[src/rtl/icache_pkg.sv]
// Shared definitions for the direct-mapped, one-word-per-line instruction cache.
package icache_pkg;

    localparam int unsigned INDEX_BITS = 6;
    localparam int unsigned TAG_BITS   = 32 - INDEX_BITS - 2;

    typedef enum logic [1:0] {
        IDLE = 2'd0,
        REQ  = 2'd1,
        WAIT = 2'd2
    } state_e;

    // Results are zero-extended to 32 bits; callers cast to their own field width.
    function automatic logic [31:0] idx_of(input logic [31:0] pc, input int unsigned ib = INDEX_BITS);
        return (pc >> 2) & ((32'd1 << ib) - 32'd1);
    endfunction

    function automatic logic [31:0] tag_of(input logic [31:0] pc, input int unsigned ib = INDEX_BITS);
        return pc >> (ib + 2);
    endfunction

endpackage

[src/rtl/icache_if.sv]
// Fetch-unit and memory-controller signals of the instruction cache.
interface icache_if;

    logic        fetch_valid;
    logic [31:0] fetch_pc;
    logic        fetch_ready;
    logic        flush;
    logic        inst_valid;
    logic [31:0] inst_out;
    logic [31:0] inst_pc;
    logic        mem_req;
    logic [31:0] mem_addr;
    logic        mem_received;
    logic        mem_done;
    logic [31:0] mem_data;

    modport slave (
        input  fetch_valid, fetch_pc, flush, mem_received, mem_done, mem_data,
        output fetch_ready, inst_valid, inst_out, inst_pc, mem_req, mem_addr
    );

    modport master (
        output fetch_valid, fetch_pc, flush, mem_received, mem_done, mem_data,
        input  fetch_ready, inst_valid, inst_out, inst_pc, mem_req, mem_addr
    );

endinterface

[src/rtl/icache_array.sv]
// Valid/tag/data storage: combinational read, one synchronous write, async valid clear.
module icache_array #(
    parameter int unsigned INDEX_BITS = icache_pkg::INDEX_BITS,
    parameter int unsigned TAG_BITS   = 32 - INDEX_BITS - 2
) (
    input  logic                  clk_i,
    input  logic                  rst_i,
    input  logic                  we_i,
    input  logic [INDEX_BITS-1:0] widx_i,
    input  logic [TAG_BITS-1:0]   wtag_i,
    input  logic [31:0]           wdata_i,
    input  logic [INDEX_BITS-1:0] ridx_i,
    output logic                  rvalid_o,
    output logic [TAG_BITS-1:0]   rtag_o,
    output logic [31:0]           rdata_o
);

    localparam int unsigned LINES = 1 << INDEX_BITS;

    logic [LINES-1:0]    valid_q;
    logic [TAG_BITS-1:0] tag_q  [LINES];
    logic [31:0]         data_q [LINES];

    always_ff @(posedge clk_i or posedge rst_i) begin
        if (rst_i) begin
            valid_q <= '0;
        end else if (we_i) begin
            valid_q[widx_i] <= 1'b1;
        end
    end

    // Tag and data are left unreset; a cleared valid bit masks them.
    always_ff @(posedge clk_i) begin
        if (we_i) begin
            tag_q[widx_i]  <= wtag_i;
            data_q[widx_i] <= wdata_i;
        end
    end

    assign rvalid_o = valid_q[ridx_i];
    assign rtag_o   = tag_q[ridx_i];
    assign rdata_o  = data_q[ridx_i];

endmodule

[src/rtl/icache.sv]
// Instruction cache top: hit path and single-outstanding-miss refill FSM.
module icache #(
    parameter int unsigned INDEX_BITS = icache_pkg::INDEX_BITS,
    parameter int unsigned TAG_BITS   = 32 - INDEX_BITS - 2
) (
    input  logic    clk_in,
    input  logic    rst_in,
    input  logic    rdy_in,
    icache_if.slave bus
);

    import icache_pkg::*;

    state_e      state_q, state_d;
    logic [31:0] pc_q, pc_d;
    logic        discard_q, discard_d;
    logic        inst_valid_q, inst_valid_d;
    logic [31:0] inst_out_q, inst_out_d;
    logic [31:0] inst_pc_q, inst_pc_d;

    logic [INDEX_BITS-1:0] ridx, widx;
    logic [TAG_BITS-1:0]   rd_tag, wtag;
    logic [31:0]           rd_data;
    logic                  rd_valid, hit, we;

    assign ridx = INDEX_BITS'(idx_of(bus.fetch_pc, INDEX_BITS));
    assign widx = INDEX_BITS'(idx_of(pc_q, INDEX_BITS));
    assign wtag = TAG_BITS'(tag_of(pc_q, INDEX_BITS));
    assign hit  = rd_valid && (rd_tag == TAG_BITS'(tag_of(bus.fetch_pc, INDEX_BITS)));

    icache_array #(
        .INDEX_BITS(INDEX_BITS),
        .TAG_BITS  (TAG_BITS)
    ) u_array (
        .clk_i   (clk_in),
        .rst_i   (rst_in),
        .we_i    (we && rdy_in),
        .widx_i  (widx),
        .wtag_i  (wtag),
        .wdata_i (bus.mem_data),
        .ridx_i  (ridx),
        .rvalid_o(rd_valid),
        .rtag_o  (rd_tag),
        .rdata_o (rd_data)
    );

    always_comb begin
        state_d      = state_q;
        pc_d         = pc_q;
        discard_d    = discard_q;
        inst_valid_d = 1'b0;
        inst_out_d   = inst_out_q;
        inst_pc_d    = inst_pc_q;
        we           = 1'b0;
        unique case (state_q)
            IDLE: begin
                if (bus.fetch_valid && !bus.flush) begin
                    if (hit) begin
                        inst_valid_d = 1'b1;
                        inst_out_d   = rd_data;
                        inst_pc_d    = bus.fetch_pc;
                    end else begin
                        pc_d    = bus.fetch_pc;
                        state_d = REQ;
                    end
                end
            end
            REQ: begin
                if (bus.flush) discard_d = 1'b1;
                if (bus.mem_received) state_d = WAIT;
            end
            WAIT: begin
                if (bus.flush) discard_d = 1'b1;
                // A flush coinciding with mem_done still fills the line but suppresses delivery.
                if (bus.mem_done) begin
                    we = 1'b1;
                    if (!discard_q && !bus.flush) begin
                        inst_valid_d = 1'b1;
                        inst_out_d   = bus.mem_data;
                        inst_pc_d    = pc_q;
                    end
                    discard_d = 1'b0;
                    state_d   = IDLE;
                end
            end
            default: state_d = IDLE;
        endcase
    end

    always_ff @(posedge clk_in or posedge rst_in) begin
        if (rst_in) begin
            state_q      <= IDLE;
            pc_q         <= '0;
            discard_q    <= 1'b0;
            inst_valid_q <= 1'b0;
            inst_out_q   <= '0;
            inst_pc_q    <= '0;
        end else if (rdy_in) begin
            state_q      <= state_d;
            pc_q         <= pc_d;
            discard_q    <= discard_d;
            inst_valid_q <= inst_valid_d;
            inst_out_q   <= inst_out_d;
            inst_pc_q    <= inst_pc_d;
        end
    end

    assign bus.fetch_ready = (state_q == IDLE);
    assign bus.mem_req     = (state_q == REQ);
    assign bus.mem_addr    = {pc_q[31:2], 2'b00};
    assign bus.inst_valid  = inst_valid_q;
    assign bus.inst_out    = inst_out_q;
    assign bus.inst_pc     = inst_pc_q;

endmodule
[src/flat_wrapper.sv]
// flat-port wrapper written by rule: the top's interface ports become plain ports
module icache_flat import icache_pkg::*;
#(
    parameter int unsigned INDEX_BITS = icache_pkg::INDEX_BITS,
    parameter int unsigned TAG_BITS   = 32 - INDEX_BITS - 2
)
  (clk_in, rst_in, rdy_in, bus_fetch_valid, bus_fetch_pc, bus_flush, bus_mem_received, bus_mem_done, bus_mem_data, bus_fetch_ready, bus_inst_valid, bus_inst_out, bus_inst_pc, bus_mem_req, bus_mem_addr);
  icache_if bus_i ();
  input  logic clk_in;
  input  logic rst_in;
  input  logic rdy_in;
  input wire logic [$bits(bus_i.fetch_valid)-1:0] bus_fetch_valid;
  input wire logic [$bits(bus_i.fetch_pc)-1:0] bus_fetch_pc;
  input wire logic [$bits(bus_i.flush)-1:0] bus_flush;
  input wire logic [$bits(bus_i.mem_received)-1:0] bus_mem_received;
  input wire logic [$bits(bus_i.mem_done)-1:0] bus_mem_done;
  input wire logic [$bits(bus_i.mem_data)-1:0] bus_mem_data;
  output wire logic [$bits(bus_i.fetch_ready)-1:0] bus_fetch_ready;
  output wire logic [$bits(bus_i.inst_valid)-1:0] bus_inst_valid;
  output wire logic [$bits(bus_i.inst_out)-1:0] bus_inst_out;
  output wire logic [$bits(bus_i.inst_pc)-1:0] bus_inst_pc;
  output wire logic [$bits(bus_i.mem_req)-1:0] bus_mem_req;
  output wire logic [$bits(bus_i.mem_addr)-1:0] bus_mem_addr;
  assign bus_i.fetch_valid = bus_fetch_valid;
  assign bus_i.fetch_pc = bus_fetch_pc;
  assign bus_i.flush = bus_flush;
  assign bus_i.mem_received = bus_mem_received;
  assign bus_i.mem_done = bus_mem_done;
  assign bus_i.mem_data = bus_mem_data;
  assign bus_fetch_ready = bus_i.fetch_ready;
  assign bus_inst_valid = bus_i.inst_valid;
  assign bus_inst_out = bus_i.inst_out;
  assign bus_inst_pc = bus_i.inst_pc;
  assign bus_mem_req = bus_i.mem_req;
  assign bus_mem_addr = bus_i.mem_addr;
  icache #(.INDEX_BITS(INDEX_BITS), .TAG_BITS(TAG_BITS)) u_core (.clk_in(clk_in), .rst_in(rst_in), .rdy_in(rdy_in), .bus(bus_i));
endmodule
[config.mk]
export PLATFORM = sky130hd
export DESIGN_NAME = icache_flat
export DESIGN_NICKNAME = d
export VERILOG_FILES = /design/src/rtl/icache_pkg.sv /design/src/rtl/icache_if.sv /design/src/rtl/icache_array.sv /design/src/rtl/icache.sv /design/src/flat_wrapper.sv
export SDC_FILE = /design/constraint.sdc
export NUM_CORES = 2
export LEC_CHECK = 0
export BUFFER_PORTS_ARGS = -buffer_cell sky130_fd_sc_hd__buf_2
export CORE_MARGIN = 10
export CORE_UTILIZATION = 50
export CTS_BUF_LIST = sky130_fd_sc_hd__clkbuf_2
export DETAILED_ROUTE_END_ITERATION = 6
export PLACE_DENSITY_LB_ADDON = 0.12
export SLEW_MARGIN = 0
export SYNTH_ARGS = -nofsm -noshare
export SYNTH_HDL_FRONTEND = slang
export SYNTH_SLANG_ARGS = --single-unit
[constraint.sdc]
create_clock -name clk_in -period 11.55 [get_ports clk_in]
set_input_delay 0 -clock clk_in [delete_from_list [all_inputs] [get_ports clk_in]]
set_output_delay 0 -clock clk_in [all_outputs]
set_load 0.005 [all_outputs]
Word-level counts from Yosys, hierarchy flattened. Memory sizes are Yosys's and may differ from the RTL's. Index checks and enable logic that the tools add are counted.

Register bits after elaboration: 164. Memory bits (writable): 3584. Input port bits: 71. Output and inout bits: 99. Word-level logic and storage cells: 68. Memories: 2.

Magnitude comparators: 3. Eq/ne operators: 9. Multiplexer cells: 31. Bitwise logic cells: 2. Reductions and logical operators: 14.

Memory list: u_core.u_array.data_q (words 64, width 32, rd ports 1, clocked after Yosys merged registers in 0, write ports 1, RTL line icache_array.sv:22) `logic [31:0] data_q [LINES];`; u_core.u_array.tag_q (words 64, width 24, rd ports 1, clocked after Yosys merged registers in 0, write ports 1, RTL line icache_array.sv:21) `logic [TAG_BITS-1:0] tag_q [LINES];`.

Operators with widths (number): two-way mux 32 bit (8); one-hot mux 32 bit (2 select lines) (2); OR 64 bit (1); == test 24 bit (1); less-than comparator 6 x 7 -> 1 bit (second input constant) (2); two-way mux 1 bit (12); two-way mux 2 bit (4); binary-select mux 1 bit (select 6 bit) (1); demux 1 bit (select 6 bit) (1); >= comparator 6 x 1 -> 1 bit (second input constant) (1); inequality test 2 x 1 -> 1 bit (second input constant) (3); inequality test 2 bit (second input constant) (3); one-hot mux 2 bit (3 select lines) (1); AND reduction 6 bit (1); logical AND 1 bit (5); AND reduction 5 bit (1); one-hot mux 1 bit (2 select lines) (2); AND reduction 4 bit (1); nonzero test 2 bit (2); == test 2 x 1 -> 1 bit (second input constant) (1); == test 2 bit (second input constant) (1); logical NOT 1 bit (2); logical NOT 2 bit (1); AND reduction 2 bit (1); inverter 1 bit (1).

Longest topological paths before layout.
Depth after elaboration: 6. Gate-level depth with buffers: 17. Depth with buffers taken out: 10.

Hierarchy. Synthesis repeated with hierarchy kept, for this count alone.

Cell total of the unflattened synthesis: 6341. Area total of the unflattened synthesis: 143707.8 um^2.

Modules (own cells, without submodules): icache_array (times used 1, cells each 5961, area an instance 138308.9 um^2, seq. area each 109224.8 um^2); icache (times used 1, cells each 380, area an instance 5398.9 um^2, seq. area each 2502.4 um^2).

Worst setup path before layout. OpenSTA, ideal clock, no wires.

Path type: register to register. Start point: register u_core.state_q[0]. End point: memory u_core.u_array.data_q[30][0] (enable). Library setup time: 0.471 ns. Arrival: 3.653 ns. Required time: 11.079 ns. Slack: 7.426 ns. Cell stages (with the launch flop): 7. Path buffers: 0. Clock period less this slack: 4.124 ns. Cell sequence: dfrtp_1 inv_1 ha_1 nand2_1 nor3_1 nand3_1 nor2_1.

Longest elaborated chain between the ends: 5.

RTL lines: start, declared (RTL line icache.sv:14) `state_e state_q, state_d;`; start signal, assigned (RTL line icache.sv:99) `state_q <= state_d;`; == test 2 bit (RTL line icache.sv:55) `unique case (state_q)`; two-way mux 1 bit (RTL line icache.sv:55); logical AND 1 bit (RTL line icache.sv:37) `.we_i (we && rdy_in),`; two-way mux 1 bit (RTL line icache_array.sv:34) `if (we_i) begin`; two-way mux 1 bit (not written as such) (RTL line icache_array.sv:36) `data_q[widx_i] <= wdata_i;`; end, declared (RTL line icache_array.sv:22).

Every way passes these cells.

Worst setup path in the final report.
Start point: memory u_core.u_array.tag_q[20][5] in the netlist's numbering. End point: register u_core.inst_pc_q[13] (netlist: u_core.bus.inst_pc[13]).

Longest elaborated chain between the ends: 5.

RTL lines: start, declared (RTL line icache_array.sv:21); memory read (64 x 24 bit); == test 24 bit (RTL line icache.sv:29) `assign hit = rd_valid && (rd_tag == TAG_BITS'(tag_of(bus.fetch_pc, INDEX_BITS)));`; logical AND 1 bit (RTL line icache.sv:29); inequality test 2 x 1 -> 1 bit (no source line); AND reduction 6 bit (no source line); end signal, assigned (RTL line icache.sv:104) `inst_pc_q <= inst_pc_d;`; end, declared (RTL line icache.sv:19) `logic [31:0] inst_pc_q, inst_pc_d;`.

Every way passes these cells. A chain may end at the register's enable or synchronous reset.

==> summary.md <==
| Metric | Value |
|---|---|
| Status | `complete, no violations` |
| CP Max Fanout | `23` |
| Reg clk slew, reported paths | `120 ps` |
| Placed Area | `151200 µm²` |
| Fin crit share | `71.80%` |
| Worst clock skew | `247.7 ps` |
| Syn Inst Count | `6453` |
| IO Pins | `170` |
| DIE WIDTH | `558.6 µm` |
| First-pass GRT wire length | `635200 µm` |
| CTS Buf Count | `903` |
| Hold worst-path end | `u_core.pc_q[7]` |
| Crit Path Category | `register to register` |
| Core area | `288400 µm²` |
| Ys flop type | `edfxtp_1` |
| Post-route ant nets | `0` |
| Setup slack, reg-to-reg | `3260 ps` |
| H-tree depth | `6` |
| F_max | `0.1206 GHz` |
| CP endpoint kind | `register` |
| Total grt overflow | `0` |
| GR Util All Layers | `29.30%` |
| Total wire length | `462300 µm` |
| Final hold vios | `0` |
| Worst flop-to-flop path endpoint | `u_core.bus.inst_pc[13]` |
| Starting Density | `50.30%` |
| Area grow syn2layout | `12.55%` |
| Pin count of the biggest net entering global routing | `116` |
| Post-route DRC | `0` |
| Clk_lat worst skew | `2300 ps` |
| Rows | `197` |
| Worst-case clock buffer depth | `4` |
| FF+latch count, synth | `3748` |
| Yosys synthesis warning count | `0` |
| Leakage power total | `54.39 nW` |
| Yosys cell types | `83` |
| Setup bufs post-CTS | `0` |
| Fillers | `21990` |
| RePlAce Congestion | `0.8688` |
| Hold_sp | `bus_fetch_pc[7]` |
| Cells on worst reg2reg path | `18` |
| Tmin final | `8293 ps` |
| TritonCTS Sinks | `3748` |
| Placed insts | `10267` |
| Met3 WL | `45400 µm` |
| Vias in the first global route | `79570` |
| Pwr/cell area | `171.7 nW/µm²` |
| Hold Crit Depth | `5` |
| Utilization after layout | `56.61%` |
| RSZ-0062 raised after global routing | `false` |
| Initial antenna violation count | `35` |
| Slew @ Worst Pin | `1382 ps` |
| Clk root buf | `clkbuf_2` |
| Fraction of layout cells with a size suffix above 1 | `36.27%` |
| Detailed placement HPWL | `246000 µm` |
| Max Slew Vio Count | `0` |
| Final hold slack | `262.6 ps` |
| Post-synthesis instance area | `145100 µm²` |
| Top layer in use | `met5` |
| Post-synth EDFFs | `3584` |
| Post-route non-filler standard cell count | `12222` |
| Worst path arrival time | `10490 ps` |
| Hold buffer count at CTS | `350` |
| Avg Synthesized Cell Area | `22.48 µm²` |
| Number of max-cap violations | `0` |
| Asr flop ratio synth | `4.376%` |
| Via-per-instance ratio | `6.454` |
| CTS tree | `built` |
| Die H | `558.6 µm` |
| Final nets | `7815` |
| DR WL/cell | `37.83 µm` |
| Min-delay worst type | `input pin to register` |
| Sequential cell area | `111800 µm²` |
| First-pass iteration count of the detailed router | `6` |
| CP startpoint kind | `register` |
| Vias | `78881` |
| Highest ir drop seen on vdd | `0.3247 mV` |
| Part of the Yosys area used for sequential elements | `77.02%` |
| CTS resizes | `0` |
| Req. time, crit path | `13750 ps` |
| Slew HR | `7.873%` |
| WL met2 | `222500 µm` |
| Cell area after layout | `163300 µm²` |
| Finish-stage setup viols | `0` |
| Die Area | `312100 µm²` |
| Multi-input gate area | `31800 µm²` |
| DR iter-0 viols | `10955` |
| Reg2reg start | `u_core.u_array.tag_q[20][5]` |
| M1 WL | `175700 µm` |
| IO Port Bufs | `167` |
| Setup TNS | `0 ps` |
## layer usage
metal,vias up,global-route usage (%)
li1,30536,-
met1,42530,40.03
met2,4884,46.81
met3,921,6.379
met4,10,11.01
met5,-,0
## worst max-delay path: stages (launching register included)
cell and delay (ps):
edfxtp_1 380, mux4_2 470, and3_1 180, a31oi_1 350, nand4_1 220, or4_1 600
a22o_1 260, dlygate4sd3_1 570, nor4b_2 270, dlygate4sd3_1 610, nand4_1 100, dlygate4sd3_1 630
a221oi_4 260, dlygate4sd3_1 680, buf_12 180, buf_4 120, dlygate4sd3_1 1340, mux2_1 380
dlygate4sd3_1 570
## flip-flops by register name, summed over array words and instances, names as in the netlist
name                    cells
u_core.pc_q                32
u_core.bus.inst_valid       1
u_core.bus.inst_pc         32
u_core.u_array.valid_q     64
u_core.bus.inst_out        32
u_core.discard_q            1
u_core.u_array.data_q    2048
u_core.u_array.tag_q     1536
u_core.state_q              2
## worst max path at each step
stage                                startpoint                     end  cells after the start
floorplan                                rst_in  u_core.bus.inst_out[0]                      1
global placement                bus_fetch_pc[2]  u_core.bus.inst_out[1]                     14
detailed placement              bus_fetch_pc[2]  u_core.bus.inst_out[1]                     14
CTS                 u_core.u_array.tag_q[20][5]  u_core.bus.inst_pc[13]                     18
global route        u_core.u_array.tag_q[21][5]  u_core.bus.inst_pc[13]                     18
finish              u_core.u_array.tag_q[20][5]  u_core.bus.inst_pc[13]                     18
## Yosys cell counts (64+ instances only)
master	count	area [µm²]
buf_1	64	240.2
nor2_1	189	709.4
mux2i_1	237	2372
mux4_2	950	21400
a22oi_1	89	668.1
or2_2	67	419.2
edfxtp_1	3584	107600
buf_4	71	533.0
nand2_1	93	349.1
dfrtp_1	164	4104
clkbuf_1	136	510.5
mux2_2	88	991.0
buf_2	77	385.4
## placed cells by master (no fill, tap or decap), types with 15 or more instances in the layout
master,count
a21oi_1,31
a221oi_1,15
a22oi_1,89
a31oi_1,35
buf_12,28
buf_16,17
buf_2,161
buf_4,232
clkbuf_2,1320
clkinv_1,193
clkinv_2,22
dfrtp_1,140
dfrtp_2,24
diode_2,19
dlygate4sd3_1,315
edfxtp_1,3584
mux2_1,58
mux2_2,88
mux2i_1,237
mux4_2,950
nand2_1,93
nand2b_1,17
nand3_1,51
nand4_1,17
nor2_1,122
nor2_4,65
nor2b_1,29
nor3_1,19
o21ai_0,33
o22ai_1,59
or2_2,67
## final cells by class
type | instances | share of cell area (%)
flip-flops and latches | 3748 | 68.45
multi-input cells | 2312 | 19.48
repair buffers | 756 | 4.147
clock buffers | 1320 | 4.046
well taps | 3781 | 2.898
clock inverters | 266 | 0.8913
inverters | 20 | 0.06054
diodes | 19 | 0.02912
## cell families (layout without fill, tap and decap cells)
| family | count (synthesis) | count (layout) | share of synthesized area, % |
|---|---|---|---|
| other | 1 | 21 | 0.002585 |
| buffers and inverters | 394 | 2362 | 1.407 |
| adder cells (fa/ha/maj) | 3 | 3 | 0.02588 |
| XOR/XNOR | 9 | 9 | 0.05434 |
| flip-flops | 3748 | 3748 | 77.02 |
| AO/OA/AOI/OAI | 380 | 380 | 1.892 |
| multiplexers | 1333 | 1333 | 17.52 |
| AND/OR/NAND/NOR | 585 | 585 | 2.076 |
## power breakdown
part	switching, mW	internal, mW
Combinational	1.74	1.06
Sequential	0.711	16.0
Clock	5.34	3.23
## through the flow
step	power [mW]	worst slack (ps)
finish	28.04	3257
global route	29.16	2975
CTS	28.22	3363
detailed placement	19.56	4477
global placement	19.45	4541
floorplan	18.06	7117
No activity file was read; power rests on OpenSTA's default activity.
